$ cat src/rtl/ex_mem_if.sv
// Execute-to-memory handshake bundle: upstream instruction/ALU inputs,
// stall back-pressure and the registered memory-stage payload.
interface ex_mem_if #(
  parameter int unsigned DATA_W = 32
);
  logic              in_valid;
  logic [3:0]        in_op;
  logic [3:0]        in_rd;
  logic [DATA_W-1:0] in_store_data;
  logic [DATA_W-1:0] in_target;
  logic [DATA_W-1:0] alu_out;
  logic              zero;
  logic              negative;
  logic              carry;
  logic              stall;
  logic              in_ready;

  logic              out_valid;
  logic              out_reg_write;
  logic              out_mem_read;
  logic              out_mem_write;
  logic [3:0]        out_rd;
  logic [DATA_W-1:0] out_result;
  logic [DATA_W-1:0] out_store_data;

  // Upstream/testbench side
  modport master (
    output in_valid, in_op, in_rd, in_store_data, in_target,
    output alu_out, zero, negative, carry, stall,
    input  in_ready,
    input  out_valid, out_reg_write, out_mem_read, out_mem_write,
    input  out_rd, out_result, out_store_data
  );

  // Pipeline stage side
  modport slave (
    input  in_valid, in_op, in_rd, in_store_data, in_target,
    input  alu_out, zero, negative, carry, stall,
    output in_ready,
    output out_valid, out_reg_write, out_mem_read, out_mem_write,
    output out_rd, out_result, out_store_data
  );
endinterface

$ cat src/rtl/ex_mem_stage.sv
// EX/MEM pipeline register with flag update, branch resolution and a
// fixed-length wrong-path squash after every taken branch.
module ex_mem_stage #(
  parameter int unsigned DATA_W       = 32,
  parameter int unsigned FLUSH_CYCLES = 2
) (
  input  logic              clk,
  input  logic              rst_n,
  ex_mem_if.slave           bus,
  output logic              flag_z,
  output logic              flag_n,
  output logic              flag_c,
  output logic              branch_taken,
  output logic [DATA_W-1:0] branch_target,
  output logic              flushing
);

  localparam int unsigned CNT_W = 3;

  localparam logic [3:0] OP_ADD = 4'h0;
  localparam logic [3:0] OP_SUB = 4'h1;
  localparam logic [3:0] OP_AND = 4'h2;
  localparam logic [3:0] OP_ORR = 4'h3;
  localparam logic [3:0] OP_LSL = 4'h4;
  localparam logic [3:0] OP_CMP = 4'h5;
  localparam logic [3:0] OP_SET = 4'h6;
  localparam logic [3:0] OP_LDR = 4'h7;
  localparam logic [3:0] OP_STR = 4'h8;
  localparam logic [3:0] OP_B   = 4'h9;
  localparam logic [3:0] OP_BEQ = 4'hA;
  localparam logic [3:0] OP_BGE = 4'hB;

  typedef enum logic {ST_RUN, ST_FLUSH} state_e;

  state_e            state_q, state_d;
  logic [CNT_W-1:0]  cnt_q, cnt_d;
  logic              valid_q, valid_d;
  logic              rw_q, rw_d;
  logic              mr_q, mr_d;
  logic              mw_q, mw_d;
  logic [3:0]        rd_q, rd_d;
  logic [DATA_W-1:0] result_q, result_d;
  logic [DATA_W-1:0] sd_q, sd_d;
  logic              z_q, z_d;
  logic              n_q, n_d;
  logic              c_q, c_d;
  logic              bt_q, bt_d;
  logic [DATA_W-1:0] tgt_q, tgt_d;
  logic              fl_q, fl_d;
  logic              take;

  // State and output registers
  always_ff @(posedge clk or negedge rst_n) begin
    if (!rst_n) begin
      state_q  <= ST_RUN;
      cnt_q    <= '0;
      valid_q  <= 1'b0;
      rw_q     <= 1'b0;
      mr_q     <= 1'b0;
      mw_q     <= 1'b0;
      rd_q     <= '0;
      result_q <= '0;
      sd_q     <= '0;
      z_q      <= 1'b0;
      n_q      <= 1'b0;
      c_q      <= 1'b0;
      bt_q     <= 1'b0;
      tgt_q    <= '0;
      fl_q     <= 1'b0;
    end else begin
      state_q  <= state_d;
      cnt_q    <= cnt_d;
      valid_q  <= valid_d;
      rw_q     <= rw_d;
      mr_q     <= mr_d;
      mw_q     <= mw_d;
      rd_q     <= rd_d;
      result_q <= result_d;
      sd_q     <= sd_d;
      z_q      <= z_d;
      n_q      <= n_d;
      c_q      <= c_d;
      bt_q     <= bt_d;
      tgt_q    <= tgt_d;
      fl_q     <= fl_d;
    end
  end

  // Next-state: stall freezes everything; branches resolve on pre-edge flags
  always_comb begin
    state_d  = state_q;
    cnt_d    = cnt_q;
    valid_d  = valid_q;
    rw_d     = rw_q;
    mr_d     = mr_q;
    mw_d     = mw_q;
    rd_d     = rd_q;
    result_d = result_q;
    sd_d     = sd_q;
    z_d      = z_q;
    n_d      = n_q;
    c_d      = c_q;
    bt_d     = 1'b0;
    tgt_d    = tgt_q;
    fl_d     = fl_q;
    take     = 1'b0;

    if (!bus.stall) begin
      valid_d = 1'b0;
      rw_d    = 1'b0;
      mr_d    = 1'b0;
      mw_d    = 1'b0;
      unique case (state_q)
        ST_RUN: begin
          if (bus.in_valid) begin
            rd_d     = bus.in_rd;
            result_d = bus.alu_out;
            sd_d     = bus.in_store_data;
            case (bus.in_op)
              OP_ADD, OP_SUB, OP_AND, OP_ORR, OP_LSL, OP_SET: begin
                valid_d = 1'b1;
                rw_d    = 1'b1;
              end
              OP_LDR: begin
                valid_d = 1'b1;
                rw_d    = 1'b1;
                mr_d    = 1'b1;
              end
              OP_STR: begin
                valid_d = 1'b1;
                mw_d    = 1'b1;
              end
              OP_CMP: begin
                valid_d = 1'b1;
                z_d     = bus.zero;
                n_d     = bus.negative;
                c_d     = bus.carry;
              end
              OP_B: begin
                valid_d = 1'b1;
                take    = 1'b1;
              end
              OP_BEQ: begin
                valid_d = 1'b1;
                take    = z_q;
              end
              OP_BGE: begin
                valid_d = 1'b1;
                take    = !n_q;
              end
              default: ;
            endcase
            if (take) begin
              bt_d    = 1'b1;
              tgt_d   = bus.in_target;
              state_d = ST_FLUSH;
              cnt_d   = CNT_W'(FLUSH_CYCLES);
              fl_d    = 1'b1;
            end
          end
        end
        ST_FLUSH: begin
          // Every non-stalled slot is squashed, valid or not
          cnt_d = cnt_q - CNT_W'(1);
          if (cnt_q <= CNT_W'(1)) begin
            state_d = ST_RUN;
            fl_d    = 1'b0;
          end
        end
        default: begin
          state_d = ST_RUN;
          cnt_d   = '0;
          fl_d    = 1'b0;
        end
      endcase
    end
  end

  assign bus.in_ready       = !bus.stall;
  assign bus.out_valid      = valid_q;
  assign bus.out_reg_write  = rw_q;
  assign bus.out_mem_read   = mr_q;
  assign bus.out_mem_write  = mw_q;
  assign bus.out_rd         = rd_q;
  assign bus.out_result     = result_q;
  assign bus.out_store_data = sd_q;

  assign flag_z        = z_q;
  assign flag_n        = n_q;
  assign flag_c        = c_q;
  assign branch_taken  = bt_q;
  assign branch_target = tgt_q;
  assign flushing      = fl_q;

endmodule

$ cat src/flat_wrapper.sv
// flat-port wrapper written by rule: the top's interface ports become plain ports
module ex_mem_stage_flat 
#(
  parameter int unsigned DATA_W       = 32,
  parameter int unsigned FLUSH_CYCLES = 2
)
  (clk, rst_n, flag_z, flag_n, flag_c, branch_taken, branch_target, flushing, bus_in_valid, bus_in_op, bus_in_rd, bus_in_store_data, bus_in_target, bus_alu_out, bus_zero, bus_negative, bus_carry, bus_stall, bus_in_ready, bus_out_valid, bus_out_reg_write, bus_out_mem_read, bus_out_mem_write, bus_out_rd, bus_out_result, bus_out_store_data);
  ex_mem_if #(.DATA_W(DATA_W)) bus_i ();
  input  logic clk;
  input  logic rst_n;
  output logic flag_z;
  output logic flag_n;
  output logic flag_c;
  output logic branch_taken;
  output logic [DATA_W-1:0] branch_target;
  output logic flushing;
  input wire logic [$bits(bus_i.in_valid)-1:0] bus_in_valid;
  input wire logic [$bits(bus_i.in_op)-1:0] bus_in_op;
  input wire logic [$bits(bus_i.in_rd)-1:0] bus_in_rd;
  input wire logic [$bits(bus_i.in_store_data)-1:0] bus_in_store_data;
  input wire logic [$bits(bus_i.in_target)-1:0] bus_in_target;
  input wire logic [$bits(bus_i.alu_out)-1:0] bus_alu_out;
  input wire logic [$bits(bus_i.zero)-1:0] bus_zero;
  input wire logic [$bits(bus_i.negative)-1:0] bus_negative;
  input wire logic [$bits(bus_i.carry)-1:0] bus_carry;
  input wire logic [$bits(bus_i.stall)-1:0] bus_stall;
  output wire logic [$bits(bus_i.in_ready)-1:0] bus_in_ready;
  output wire logic [$bits(bus_i.out_valid)-1:0] bus_out_valid;
  output wire logic [$bits(bus_i.out_reg_write)-1:0] bus_out_reg_write;
  output wire logic [$bits(bus_i.out_mem_read)-1:0] bus_out_mem_read;
  output wire logic [$bits(bus_i.out_mem_write)-1:0] bus_out_mem_write;
  output wire logic [$bits(bus_i.out_rd)-1:0] bus_out_rd;
  output wire logic [$bits(bus_i.out_result)-1:0] bus_out_result;
  output wire logic [$bits(bus_i.out_store_data)-1:0] bus_out_store_data;
  assign bus_i.in_valid = bus_in_valid;
  assign bus_i.in_op = bus_in_op;
  assign bus_i.in_rd = bus_in_rd;
  assign bus_i.in_store_data = bus_in_store_data;
  assign bus_i.in_target = bus_in_target;
  assign bus_i.alu_out = bus_alu_out;
  assign bus_i.zero = bus_zero;
  assign bus_i.negative = bus_negative;
  assign bus_i.carry = bus_carry;
  assign bus_i.stall = bus_stall;
  assign bus_in_ready = bus_i.in_ready;
  assign bus_out_valid = bus_i.out_valid;
  assign bus_out_reg_write = bus_i.out_reg_write;
  assign bus_out_mem_read = bus_i.out_mem_read;
  assign bus_out_mem_write = bus_i.out_mem_write;
  assign bus_out_rd = bus_i.out_rd;
  assign bus_out_result = bus_i.out_result;
  assign bus_out_store_data = bus_i.out_store_data;
  ex_mem_stage #(.DATA_W(DATA_W), .FLUSH_CYCLES(FLUSH_CYCLES)) u_core (.clk(clk), .rst_n(rst_n), .bus(bus_i), .flag_z(flag_z), .flag_n(flag_n), .flag_c(flag_c), .branch_taken(branch_taken), .branch_target(branch_target), .flushing(flushing));
endmodule
$ cat config.mk
export PLATFORM = sky130hd
export DESIGN_NAME = ex_mem_stage_flat
export DESIGN_NICKNAME = d
export VERILOG_FILES = /design/src/rtl/ex_mem_if.sv /design/src/rtl/ex_mem_stage.sv /design/src/flat_wrapper.sv
export SDC_FILE = /design/constraint.sdc
export NUM_CORES = 1
export LEC_CHECK = 0
export CORE_MARGIN = 1.5
export CORE_UTILIZATION = 36
export CTS_BUF_LIST = sky130_fd_sc_hd__clkbuf_16
export DETAILED_ROUTE_END_ITERATION = 12
export PLACE_DENSITY = 0.76
export SETUP_SLACK_MARGIN = 0.1
export SLEW_MARGIN = 20
export SYNTH_ARGS = -nofsm -noshare
export SYNTH_HDL_FRONTEND = slang
export SYNTH_SLANG_ARGS = --single-unit
$ cat constraint.sdc
create_clock -name clk -period 1.64 [get_ports clk]
set_input_delay 0.328 -clock clk [delete_from_list [all_inputs] [get_ports clk]]
set_output_delay 0.328 -clock clk [all_outputs]
set_load 0.02 [all_outputs]
==> metrics.log, run 1 <==
INFO  metric distinct_cells_synth = 30
INFO  metric power.density_cell_area = 1840 nW/um^2
INFO  metric cp_slowest_cell = sky130_fd_sc_hd__dfrtp_1
INFO  metric worst_setup_hold_path_clk_slew = 0.05 ns
INFO  metric synth_cells = 415
INFO  metric rsz0062_at_grt = yes
INFO  metric tritoncts_num_sinks = 113
INFO  metric async_flop_share = 100%
INFO  metric cp_endpoint_kind = register
INFO  metric io_pins = between 200 and 250
INFO  metric syn_nets = 528
INFO  metric share_of_final_layout_standard_cells_stronger_than_drive_strength_1 = 15.5%
INFO  metric coreArea = 12000 um^2
INFO  metric final-setup-viol-count = 0
INFO  metric final_critical_path_time_including_i_o_delays_and_setup = 1.63 ns
INFO  metric final.setup_skew = 0.00820 ns
INFO  metric initial_utilization = roughly 37%
INFO  metric vdd.ir_drop.worst = 0.855 mV
INFO  metric timing.final.ws_setup = 0.00882 ns
INFO  metric reg2reg_from = u_core.state_q
INFO  metric slowest_delay = 0.41 ns
INFO  metric io_buffers = 220
INFO  metric first_global_vias = 4091
INFO  metric synth_largest_type_area_fraction = 64.2%
INFO  metric detail-route-antenna-nets = 0
INFO  metric synthesized_area_per_cell = 10.6 um^2
INFO  metric areaGrowthSynthToFinish = 75.1%
INFO  metric initial_antenna_violation_count = 0
INFO  metric maxCapViolCount = 0
INFO  metric cp-endpoint = u_core.flag_c
INFO  metric die_w = 114 um
INFO  metric wirelength = 13600 um
INFO  metric initialDrtViolationCount = 156
INFO  metric comb_power_share = 39.3%
INFO  metric avgViaCountPerCell = 4.70
INFO  metric path_max_fanout = 3
INFO  metric finalNetCount = 779
INFO  metric syn_area = 4400 um^2
INFO  metric outcome = finished, final reports clean
INFO  metric post-synth-top-area-cell = sky130_fd_sc_hd__dfrtp_1
INFO  metric worst-path-buf-inv = 1
INFO  metric cp.required = 1.92 ns
INFO  metric clock_insertion_delay_worst_skew = 0.41 ns
INFO  metric setup-tns-final = 0 ns
INFO  metric crit_path_cell_count = 4
INFO  metric placement.setup.worst_slack = -0.556 ns
INFO  metric insertedDiodeCount = 0
INFO  metric htree_levels = 4
INFO  metric synth-seq-area-share = between 60% and 70%
INFO  metric globalplace.congestion = around 0.80
INFO  metric grtUsageTotal = 20.8%
INFO  metric clock_path_buffers = 2
INFO  metric critical_path.cell_chain = or3b_4 > nor4_4 > buf_4 > mux2_4
INFO  metric synth_edf_count = 0
INFO  metric netSwitchingPower = 5050 uW
INFO  metric critical_path_class = register to register
INFO  metric number_of_flip_flops_and_latches_in_the_synthesized_netlist = around 110
INFO  metric detailedPlacementHpwl = 8450 um
INFO  metric die_y = between 100 and 150 um
INFO  metric yosys_warnings = 0
INFO  metric clk_root_buffer_cell = sky130_fd_sc_hd__clkbuf_16
INFO  metric power_frac_seq = 33.2%
INFO  metric critPathTopFamily = simple AND/OR/NAND/NOR gates
INFO  metric cp_data_arrival_time = 1.91 ns
INFO  metric stdcell_area = 7710 um^2
INFO  metric period_share = about 99%
INFO  metric grt_pass1_wl = 20700 um
INFO  metric timing_max_transition_violations_final = 0
INFO  metric swShare = 35.6%
INFO  metric max_slew_margin = 79.1%
INFO  metric tritoncts = yes
INFO  metric startpoint = u_core.state_q
INFO  metric drt-pass1-iter-count = 4
INFO  metric detailroute.via_count = 3875
INFO  metric worst_r2r_endpoint = u_core.flag_c
INFO  metric max_freq = 0.613 GHz
INFO  metric grt_overflow_total = 0
INFO  metric intPower = 9130 uW
INFO  metric worst_r2r_path_depth = 4
INFO  metric filler_cell_count = 1004
INFO  metric tightest_slew = 0.314 ns
INFO  metric layout.cells.most_common = sky130_fd_sc_hd__nand2_1
INFO  metric ys.flop_type = sky130_fd_sc_hd__dfrtp_1
INFO  metric routedWlPerCell = 16.4 um
INFO  metric synthTopCellsByArea = sky130_fd_sc_hd__dfrtp_1 (64%), sky130_fd_sc_hd__nand2_1 (18%), sky130_fd_sc_hd__mux2_2 (8.2%)
INFO  metric grt_max_degree = about 70
INFO  metric startpoint_type_of_the_worst_setup_path = register
INFO  metric power.leakage = 0.00402 uW
INFO  metric drt_drc_violations_left = 0
INFO  metric hold_path.class = input port to asynchronous set/reset pin
INFO  metric clock_power_share = between 20 and 30%
INFO  metric final_cell_mix = sky130_fd_sc_hd__nand2_1 (209), sky130_fd_sc_hd__dfrtp_1 (113), sky130_fd_sc_hd__dlygate4sd2_1 (112)
INFO  metric numCtsBuffers = 17
INFO  metric final_hold_viol_count = 0
INFO  metric rows = 40
INFO  metric fp.dieArea = 12900 um^2
INFO  metric fin_hold_ws = 0.392 ns
INFO  metric post_dp_cell_area = 6850 um^2
INFO  metric setup.reg_to_reg.worst_slack = 0.009 ns
[registers in the layout (all words and copies together), names as in the netlist]
register / flops
u_core.branch_target: 32
u_core.bus.out_result: 32
u_core.bus.out_store_data: 32
u_core.bus.out_rd: 4
u_core.cnt_q: 3
u_core.branch_taken: 1
u_core.bus.out_mem_read: 1
u_core.bus.out_mem_write: 1
u_core.bus.out_reg_write: 1
u_core.bus.out_valid: 1
u_core.flag_c: 1
u_core.flag_n: 1
u_core.flag_z: 1
u_core.flushing: 1
u_core.state_q: 1
[timing repair]
action	CTS	global route
pin swaps	2	5
gates cloned	2	2
resized for setup	169	9
hold buffers	1	0
endpoints found under the setup margin	217	41
setup buffers	10	2
endpoints found under the hold margin	20	0
[how the worst min path moves through the flow]
stage	from	slack, ns	depth (start not counted)	endpoint
after floorplan	rst_n	0.03	0	u_core.branch_taken
after global placement	rst_n	0.24	1	u_core.bus.out_store_data[0]
after detailed placement	rst_n	0.25	1	u_core.bus.out_store_data[0]
after CTS	rst_n	0.38	2	u_core.bus.out_store_data[14]
after global routing	rst_n	0.42	2	u_core.bus.out_store_data[0]
final	rst_n	0.39	2	u_core.bus.out_store_data[0]
[Yosys cell counts (all sizes together), types with 2 or more instances]
cell and instances:
o211a 2, o21a 2, mux2 35, o31ai 3
clkbuf 13, ha 2, nor2 3, nor2b 3
nand2 209, dfrtp 113, buf 9, nor3b 3
inv 4
[power groups by stage]
stage | Combinational (uW) | Sequential (uW) | Clock, uW
floorplan | 1340 | 6240 | 0
detailed placement | 6090 | 4770 | 0
finish | 5580 | 4710 | 3890
global route | 5980 | 4870 | 4090
CTS | 5580 | 4710 | 3950
global placement | 5960 | 4710 | 0
[area by class of cell]
cell class	instances	area, um^2	area share (%)
repair buffers	254	2460	32.0
multi-input cells	276	1600	20.7
flip-flops and latches	113	2830	36.7
inverters	4	15.0	0.195
clock inverters	14	195	2.53
well taps	147	184	2.39
clock buffers	17	425	5.52
[kinds of logic after synthesis]
group,Yosys count,synth area share (%)
AO/OA/AOI/OAI,17,3.13
multiplexers,35,8.95
flip-flops,113,64.2
AND/OR/NAND/NOR,222,20.0
adder cells (fa/ha/maj),2,0.568
buffers and inverters,26,3.13
[worst register-to-register path, delay by kind of cell (launching register included)]
kind / cells / cell delay (ns)
multiplexers: 1 / 0.30
flip-flops: 1 / 0.41
buffers and inverters: 1 / 0.18
AND/OR/NAND/NOR: 2 / 0.62
[layer usage]
metal  track usage [%]  wire length [um]  up-vias  part of all wire (%)
met4              6.92               192        0                   1.4
met2              35.3              6400      168                    47
met3              6.64               990       22                   7.3
met1              25.3              5970     1860                    44
li1                  -                 -     1825                     -
met5                 0                 0        -                     0
[metrics by stage]
step                power [uW]  util [%]  std cells
global placement         10700      57.3        778
CTS                      14200      64.0        822
detailed placement       10900      57.3        778
floorplan                 7580         -        415
global route             14900      64.5        825
finish                   14200      64.5        825
(Power assumes the default switching activity.)
==> inputs of run 2 (changes only) <==
Settings changed: GPL_TIMING_DRIVEN set to 0.
==> run 2 against run 1 <==
Net effect:
- the run now ends with setup timing left
- largest power group unchanged
- wire length shrank 7.3%
- worst setup slack lost 0.050 ns
- register-to-register slack lost 0.05 ns
- core utilization shrank 1.0 points
- non-clock buffer count grew 3
- via count shrank 0.28%
- count of clock-buffer cells in the layout is the same
- cell count grew 0.48%
- sequential cell count is the same
- critical path depth grew 2
- highest routed layer unchanged
==> metrics.log, run 2 (synthesis gave the netlist of run 1 again) <==
INFO  metric clock_insertion_delay_worst_skew = 0.41 ns (about the same)
INFO  metric grt_overflow_total = 0 (unchanged)
INFO  metric detailroute.via_count = 3864 (-0.28%)
INFO  metric max_freq = 0.595 GHz (-3.0%)
INFO  metric intPower = 8920 uW (-2.3%)
INFO  metric grtUsageTotal = 19.7% (-1.2 points)
INFO  metric power.density_cell_area = 1830 nW/um^2 (-0.28%)
INFO  metric swShare = 35.9% (+0.26 points)
INFO  metric rows = 40 (unchanged)
INFO  metric cp.required = 1.93 ns (about the same)
INFO  metric coreArea = 12000 um^2 (unchanged)
INFO  metric fin_hold_ws = 0.334 ns (-0.0583 ns)
INFO  metric wirelength = 12600 um (-7.3%)
INFO  metric io_buffers = 220 (unchanged)
INFO  metric detail-route-antenna-nets = 0 (unchanged)
INFO  metric htree_levels = 4 (unchanged)
INFO  metric routedWlPerCell = 15.2 um (-7.7%)
INFO  metric power.leakage = 0.00397 uW (-1.3%)
INFO  metric clock_power_share = 26.6% (-0.9 points)
INFO  metric startpoint_type_of_the_worst_setup_path = register
INFO  metric clock_path_buffers = 2 (unchanged)
INFO  metric max_slew_margin = 61.4% (-18 points)
INFO  metric drt_drc_violations_left = 0 (unchanged)
INFO  metric slowest_delay = 0.37 ns (-0.04 ns)
INFO  metric die_y = 114 um (unchanged)
INFO  metric final.setup_skew = 0.00693 ns (-0.00127 ns)
INFO  metric share_of_final_layout_standard_cells_stronger_than_drive_strength_1 = 15.1% (-0.38 points)
INFO  metric comb_power_share = 39.4% (about the same)
INFO  metric period_share = 103% (+3.1 points)
INFO  metric timing.final.ws_setup = -0.0417 ns (-0.0505 ns)
INFO  metric final_critical_path_time_including_i_o_delays_and_setup = 1.68 ns (+0.0505 ns)
INFO  metric drt-pass1-iter-count = 4 (unchanged)
INFO  metric tightest_slew = 0.579 ns (+0.265 ns)
INFO  metric netSwitchingPower = 5000 uW (-1.2%)
INFO  metric cpMostUsedCell = sky130_fd_sc_hd__buf_6
INFO  metric fp.dieArea = 12900 um^2 (unchanged)
INFO  metric cp_slowest_cell = sky130_fd_sc_hd__dfrtp_1
INFO  metric detailedPlacementHpwl = 9060 um (+7.1%)
INFO  metric io_pins = 221 (unchanged)
INFO  metric finalNetCount = 782 (+0.39%)
INFO  metric power_frac_seq = 33.9% (+0.7 points)
INFO  metric globalplace.congestion = 0.765 (-3.9%)
INFO  metric areaGrowthSynthToFinish = 72.3%
INFO  metric outcome = finished with violations
INFO  metric final-setup-viol-count = 27 (+27)
INFO  metric hold_path.class = input port to register
INFO  metric grt_max_degree = 61 (-14%)
INFO  metric tritoncts = yes
INFO  metric cp_data_arrival_time = 1.97 ns (+0.06 ns)
INFO  metric final_hold_viol_count = 0 (unchanged)
INFO  metric critical_path_class = register to register
INFO  metric tritoncts_num_sinks = 113 (unchanged)
INFO  metric timing_max_transition_violations_final = 0 (unchanged)
INFO  metric final_cell_mix = sky130_fd_sc_hd__nand2_1 (208), sky130_fd_sc_hd__dfrtp_1 (113), sky130_fd_sc_hd__dlygate4sd2_1 (108)
INFO  metric avgViaCountPerCell = 4.66 (-0.77%)
INFO  metric rsz0062_at_grt = yes
INFO  metric initial_utilization = 36.8% (unchanged)
INFO  metric maxCapViolCount = 0 (unchanged)
INFO  metric initialDrtViolationCount = 150 (-3.8%)
INFO  metric insertedDiodeCount = 0 (unchanged)
INFO  metric post-layout-total-power = 13900 uW (-1.9%)
INFO  metric numCtsBuffers = 17 (unchanged)
INFO  metric cp_endpoint_kind = register
INFO  metric layout.cells.most_common = sky130_fd_sc_hd__nand2_1
INFO  metric violated_checks = setup timing
INFO  metric setup-tns-final = -0.598 ns (-0.598 ns)
INFO  metric first_global_vias = 3978 (-2.8%)
INFO  metric clk_root_buffer_cell = sky130_fd_sc_hd__clkbuf_16
INFO  metric initial_antenna_violation_count = 0 (unchanged)
INFO  metric grt_pass1_wl = 19400 um (-6.3%)
INFO  metric path_max_fanout = 4 (+1)
INFO  metric die_w = 114 um (unchanged)
INFO  metric worst_setup_hold_path_clk_slew = 0.05 ns (about the same)
INFO  metric vdd.ir_drop.worst = 1.05 mV (+22%)
INFO  metric critical_path.cell_chain = buf_6 > or3b_1 > buf_6 > nor4_4 > buf_4 > mux2_4
## run 2: cell count changes in the layout (fill, tap and decap cells not counted), sizes merged, moves of 2 or more
cell,change
buf,-3
clkbuf,+5
clkdlybuf4s50,+2
clkinv,+3
dlygate4sd2,-4
dlymetal6s2s,+2
## run 2: metrics by stage
stage	util (%)	setup slack, ns	instances	area, um^2
finish	63.4	-0.0417	829	7590
global route	63.4	-0.102	829	7590
CTS	62.7	-0.0725	827	7500
detailed placement	57.1	-0.711	783	6830
global placement	56.9	-3.94	782	6800
floorplan	-	-0.0691	415	4410
## run 2: layer usage
layer	GRT usage, %	share of wire [%]	up-vias
met4	8.50	1.7	0
li1	-	-	1831
met1	21.8	40	1852
met3	7.60	8.1	22
met2	33.7	50	159
met5	0	0	-
## run 2: cell type report
cell class                 instances  area (um^2)
buffer                            22          233
clock buffer                      17          425
clock inverter                    15          173
fill                             993         4370
inverter                           4         15.0
multi-input combinational        276         1520
sequential                       113         2830
tap                              147          184
timing repair buffer             235         2210
## run 2: what timing repair did
action                                  4_1_cts  5_1_grt
setup buffers                                11        1
gates cloned                                  0        1
hold buffers                                  1        0
gates resized for setup                     153       28
endpoints found under the hold margin        59        0
pin swaps                                     1        0
endpoints found under the setup margin      219      102
## run 2: worst paths after layout
kind	from	endpoint	slack (ns)	depth (start not counted)
hold reg to reg	u_core.bus.out_store_data[4]	u_core.bus.out_store_data[4]	0.47	2
min in group asynchronous	rst_n	u_core.bus.out_result[25]	0.48	2
max in group asynchronous	rst_n	u_core.branch_target[28]	0.50	3
setup reg to reg	u_core.state_q	u_core.flag_n	-0.04	6
setup / recovery	u_core.state_q	u_core.flag_n	-0.04	6
hold / removal	bus_in_op[1]	u_core.bus.out_mem_read	0.33	3
## run 2: power by group through the flow
stage / Sequential, uW / Combinational (uW) / Clock [uW]
2_1_floorplan: 6240 / 1340 / 0
3_3_place_gp: 4710 / 5970 / 0
3_5_place_dp: 4810 / 6080 / 0
4_1_cts: 4720 / 5420 / 3780
5_1_grt: 4890 / 5900 / 3910
6_report: 4720 / 5490 / 3710
## run 2: critical path: cells and delay by family (launching register included)
kind | cells | cell delay [ns]
multiplexers | 1 | 0.30
AND/OR/NAND/NOR | 2 | 0.47
buffers and inverters | 3 | 0.43
flip-flops | 1 | 0.37
